### src/rtl/button_conditioner.sv
// button_conditioner
// Conditions a raw pushbutton into a debounced level plus single-clk press,
// release and auto-repeat pulses. All sampling is gated by the tick strobe
// from the divider stage, so every timing parameter is expressed in ticks.
// The button input is synchronized into clk before any other use.

module button_conditioner #(
    parameter int STABLE_TICKS = 4,   // consecutive differing samples to change level
    parameter int REPEAT_DELAY = 50,  // ticks from press to first repeat (0 = off)
    parameter int REPEAT_RATE  = 10   // ticks between later repeats
) (
    input  logic clk,
    input  logic rst,
    input  logic tick,
    input  logic btn_in,
    output logic btn_level,
    output logic press_pulse,
    output logic release_pulse,
    output logic repeat_pulse
);

    // Number of flops in the input synchronizer chain.
    localparam int SYNC_STAGES = 2;

    // Terminal counts, pre-sized to the 16-bit counters they are compared with.
    localparam logic [15:0] STABLE_LAST = 16'(STABLE_TICKS - 1);
    localparam logic [15:0] DELAY_LAST  = 16'(REPEAT_DELAY - 1);
    localparam logic [15:0] RATE_LAST   = 16'(REPEAT_RATE - 1);

    // A zero delay turns auto-repeat off entirely; the FSM then parks in
    // HELD_DELAY until the release edge.
    localparam bit REPEAT_EN = (REPEAT_DELAY != 0);

    typedef enum logic [1:0] {
        RELEASED,
        HELD_DELAY,
        HELD_REPEAT
    } state_t;

    // ------------------------------------------------------------------
    // Input synchronizer
    // ------------------------------------------------------------------
    logic [SYNC_STAGES-1:0] sync_reg;
    logic                   btn_sync;

    // Shift the asynchronous button through the synchronizer chain every clk.
    always_ff @(posedge clk or posedge rst) begin
        if (rst) begin
            sync_reg <= '0;
        end else begin
            sync_reg <= {sync_reg[SYNC_STAGES-2:0], btn_in};
        end
    end

    assign btn_sync = sync_reg[SYNC_STAGES-1];

    // ------------------------------------------------------------------
    // Debounce
    // ------------------------------------------------------------------
    logic [15:0] deb_cnt_reg;
    logic        btn_level_reg;
    logic        differs;
    logic        deb_done;
    logic        rise_edge;
    logic        fall_edge;

    // The level flips on the tick that completes the run of differing
    // samples; rise/fall are the same-cycle qualifiers used by the pulse
    // registers and the FSM so every output changes on the same clk edge.
    assign differs   = (btn_sync != btn_level_reg);
    assign deb_done  = tick && differs && (deb_cnt_reg == STABLE_LAST);
    assign rise_edge = deb_done && !btn_level_reg;
    assign fall_edge = deb_done &&  btn_level_reg;

    // Count consecutive differing samples; any agreeing sample restarts the run.
    always_ff @(posedge clk or posedge rst) begin
        if (rst) begin
            deb_cnt_reg   <= '0;
            btn_level_reg <= 1'b0;
        end else if (tick) begin
            if (!differs) begin
                deb_cnt_reg <= '0;
            end else if (deb_cnt_reg == STABLE_LAST) begin
                btn_level_reg <= ~btn_level_reg;
                deb_cnt_reg   <= '0;
            end else begin
                deb_cnt_reg <= deb_cnt_reg + 16'd1;
            end
        end
    end

    // ------------------------------------------------------------------
    // Edge pulses
    // ------------------------------------------------------------------
    logic press_pulse_reg;
    logic release_pulse_reg;

    // Register the edge qualifiers so each pulse is high exactly in the
    // first cycle the new level is visible.
    always_ff @(posedge clk or posedge rst) begin
        if (rst) begin
            press_pulse_reg   <= 1'b0;
            release_pulse_reg <= 1'b0;
        end else begin
            press_pulse_reg   <= rise_edge;
            release_pulse_reg <= fall_edge;
        end
    end

    // ------------------------------------------------------------------
    // Auto-repeat FSM
    // ------------------------------------------------------------------
    state_t      state_reg;
    logic [15:0] rpt_cnt_reg;
    logic        repeat_pulse_reg;

    // Track press/hold/release and time the repeat pulses. The release edge
    // is checked first so it overrides any repeat falling due on that tick,
    // which keeps repeat and release pulses mutually exclusive. A press can
    // only be taken from RELEASED, where no repeat is ever issued, so press
    // and repeat pulses are exclusive as well.
    always_ff @(posedge clk or posedge rst) begin
        if (rst) begin
            state_reg        <= RELEASED;
            rpt_cnt_reg      <= '0;
            repeat_pulse_reg <= 1'b0;
        end else begin
            repeat_pulse_reg <= 1'b0;
            if (tick) begin
                if (fall_edge) begin
                    state_reg   <= RELEASED;
                    rpt_cnt_reg <= '0;
                end else begin
                    case (state_reg)
                        RELEASED: begin
                            if (rise_edge) begin
                                state_reg   <= HELD_DELAY;
                                rpt_cnt_reg <= '0;
                            end
                        end
                        HELD_DELAY: begin
                            if (REPEAT_EN) begin
                                if (rpt_cnt_reg == DELAY_LAST) begin
                                    repeat_pulse_reg <= 1'b1;
                                    rpt_cnt_reg      <= '0;
                                    state_reg        <= HELD_REPEAT;
                                end else begin
                                    rpt_cnt_reg <= rpt_cnt_reg + 16'd1;
                                end
                            end
                        end
                        HELD_REPEAT: begin
                            if (rpt_cnt_reg == RATE_LAST) begin
                                repeat_pulse_reg <= 1'b1;
                                rpt_cnt_reg      <= '0;
                            end else begin
                                rpt_cnt_reg <= rpt_cnt_reg + 16'd1;
                            end
                        end
                        default: begin
                            state_reg   <= RELEASED;
                            rpt_cnt_reg <= '0;
                        end
                    endcase
                end
            end
        end
    end

    assign btn_level     = btn_level_reg;
    assign press_pulse   = press_pulse_reg;
    assign release_pulse = release_pulse_reg;
    assign repeat_pulse  = repeat_pulse_reg;

endmodule

### config.mk
export PLATFORM = sky130hd
export DESIGN_NAME = button_conditioner
export DESIGN_NICKNAME = d
export VERILOG_FILES = /design/src/rtl/button_conditioner.sv
export SDC_FILE = /design/constraint.sdc
export NUM_CORES = 1
export LEC_CHECK = 0
export CORE_ASPECT_RATIO = 1.1
export CORE_MARGIN = 2
export CORE_UTILIZATION = 55
export CTS_CLUSTER_DIAMETER = 100
export DETAILED_ROUTE_END_ITERATION = 6
export GPL_TIMING_DRIVEN = 0
export PLACE_DENSITY = 0.81
export SETUP_SLACK_MARGIN = 0.15
export SLEW_MARGIN = 20
export SYNTH_ARGS = -nofsm -noshare
export SYNTH_HDL_FRONTEND = slang
export SYNTH_SLANG_ARGS = --single-unit
### constraint.sdc
create_clock -name clk -period 2.3 [get_ports clk]
set_clock_uncertainty 0.05 [all_clocks]
set_input_delay 0.23 -clock clk [delete_from_list [all_inputs] [get_ports clk]]
set_output_delay 0.23 -clock clk [all_outputs]
set_load 0.01 [all_outputs]
==> summary.md <==
| Metric | Value |
|---|---|
| Final worst slack | `33.9 ps` |
| Rows | `24` |
| Clock sinks | `40` |
| Total global-route track usage | `25.8%` |
| YS warnings | `0` |
| H-tree depth | `2` |
| Critical path arrival | `2390 ps` |
| DRC | `0` |
| Slew headroom | `64.2%` |
| Std-Cell Core Area | `3960 um2` |
| Worst slew pin tran | `533 ps` |
| Drt via density | `6.44` |
| Netlist cell types | `46` |
| DIE WIDTH | `65.1 um` |
| Final Slew Violations | `0` |
| Synthesized cell area | `2260 um2` |
| Routed WL | `5740 um` |
| CP endpoint kind | `flop` |
| CP Class | `reg -> reg` |
| Antenna-violating nets left | `0` |
| Via count | `2087` |
| CTS root buffer | `clkbuf_8` |
| Most frequent cells in the layout | `38 x dfrtp_1, 23 x o21ai_0, 15 x nand2_1` |
| Die Height | `71.2 um` |
| Register area share after synthesis | `44.3%` |
| CTS Hold Buffers Added | `0` |
| CP startpoint kind | `flop` |
| IO Pins | `8` |
| DP Area | `2410 um2` |
| Critical Path Fanout Max | `5` |
| Number of max-cap violations | `0` |
| Initial Util | `56.9%` |
| PortBufs | `7` |
| Place WS | `-149 ps` |
| # diodes | `0` |
| First-pass DRT Iterations | `4` |
| Syn avg cell area | `9.40 um2` |
| Fin crit share | `98.5%` |
| Mapped Nets | `251` |
| GRT overflow | `0` |
| Cells after Synth | `240` |
| Synth top area share | `44.3%` |
| Area delta synth->final | `22.6%` |
| Pleak | `1.15 nW` |
| Wirelength per Cell | `17.7 um` |
| Die area | `4630 um2` |
| Fillers | `301` |
| Worst skew pair latency | `300 ps` |
| Fin crit period | `2270 ps` |
| Unrepaired setup endpoints after global routing | `yes` |
| Clock Path Buffers | `2` |
| Most common cell after layout, fill and taps aside | `dfrtp_1` |
| # setup viols final | `0` |
| CTS tree | `done` |
| Worst r2r src | `rpt_cnt_reg[7]` |
| Number of flops mapped to enable cells by yosys | `0` |
| Outcome | `finished clean` |
| First-pass GRT wire length | `9240 um` |
| Vias in the first global route | `1959` |
| Hold Fails Final Rpt | `0` |
| Largest net degree at the start of global routing | `27` |
| Final Cell Area | `2770 um2` |
| Antenna violations before repair | `0` |
| Reg clk slew, reported paths | `90 ps` |
| Share of cells above drive strength 1 | `21.7%` |
| Flops & latches, synth | `40` |
| Fraction of registers with async set or reset after synthesis | `100%` |
| Total power per unit cell area | `795 nW/um2` |
| Fin nets | `282` |
| Crit path from | `rpt_cnt_reg[7]` |
| CP required | `2420 ps` |
| Largest cells by area after synthesis | `dfrtp_1 44%, o21ai_0 5.5%, ha_1 3.9%, a21oi_1 2.9%, nand3_1 2.9%` |
| Min-delay worst type | `in -> async` |
| Max Fclk | `441 MHz` |
| Peak supply drop | `0.000337 V` |
| Drt first-iter violations | `173` |
| Synth area leader | `dfrtp_1` |
| Top_reg_cell synth | `dfrtp_1` |
| GPL Wtd Cong | `0.845` |
| DPL Wire Length | `3530 um` |
| Num CTS Buffers | `5` |
## cells in the mapped netlist (8+ instances only)
cell,number
a21oi_1,13
dfrtp_1,40
inv_1,12
nand2_1,16
nand3_1,13
nor2_1,8
nor3_1,9
nor4_1,9
o21ai_0,25
## area by class of cell
| class | count | area, um2 | area share [%] |
|---|---|---|---|
| multi-input combinational | 179 | 1280 | 46.2 |
| buffer | 9 | 56.3 | 2.04 |
| timing repair buffer | 24 | 225 | 8.14 |
| clock inverter | 2 | 10.0 | 0.362 |
| tap | 52 | 65.1 | 2.35 |
| sequential | 40 | 1000 | 36.3 |
| inverter | 12 | 45.0 | 1.63 |
| clock buffer | 6 | 82.6 | 2.99 |
## metal layers
layer / routed length, um / GRT usage [%] / vias up / part of all wire (%)
met5: 0 / 0 / - / 0
met4: 186 / 12.0 / 0 / 3.2
met2: 3000 / 43.8 / 70 / 52
li1: - / - / 964 / -
met3: 216 / 5.09 / 24 / 3.8
met1: 2340 / 31.6 / 1029 / 41
## critical path, cell delays in order (launching register included)
cell and delay [ps]:
dfrtp_1 410, or4_4 570, o41a_1 490, o21bai_4 220, a21oi_4 200, buf_6 150, a21oi_1 40
## timing repair
item,CTS,global route
setup endpoints to repair,18,26
pin swaps,2,5
hold endpoints to repair,0,0
cloned,0,1
buffers inserted,5,10
resized for setup,10,29
## path summary, 6_finish.rpt
kind,end,slack [ps],cells past startpoint
min in group clk,sync_reg[1],300,0
max,rpt_cnt_reg[11],30,6
min,state_reg[0],170,2
min reg2reg,sync_reg[1],300,0
max reg2reg,rpt_cnt_reg[11],30,6
max in group asynchronous,deb_cnt_reg[9],1570,3
## where the power goes
group	leakage (nW)	internal (mW)	switching [mW]
sequential	0.544	0.755	0.0720
clock	0.0510	0.240	0.253
combinational	0.551	0.407	0.474
## per-stage QoR
| stage | util, % | instances | setup TNS (ps) | hold slack, ps | power, mW |
|---|---|---|---|---|---|
| after global routing | 69.8 | 324 | -64.3 | 194 | 2.31 |
| after floorplan | - | 240 | 0 | 211 | 1.26 |
| after global placement | 60.4 | 299 | -71.9 | 285 | 1.40 |
| final | 69.8 | 324 | 0 | 173 | 2.20 |
| after detailed placement | 60.9 | 300 | -412 | 286 | 1.43 |
| after CTS | 65.2 | 313 | -1.56 | 175 | 2.01 |
## cell families (layout without fill, tap and decap cells)
logic type	count (synthesis)	count (layout)	synth area share, %
adders and majority gates	7	7	3.88
and+or+nand+nor	101	101	26.3
buffers and inverters	21	53	4.05
AOI/OAI and AO/OA	63	63	18.2
xor gates and xnor gates	7	7	2.72
muxes	1	1	0.443
DFF	40	40	44.3
No activity file was read; power rests on OpenSTA's default activity.
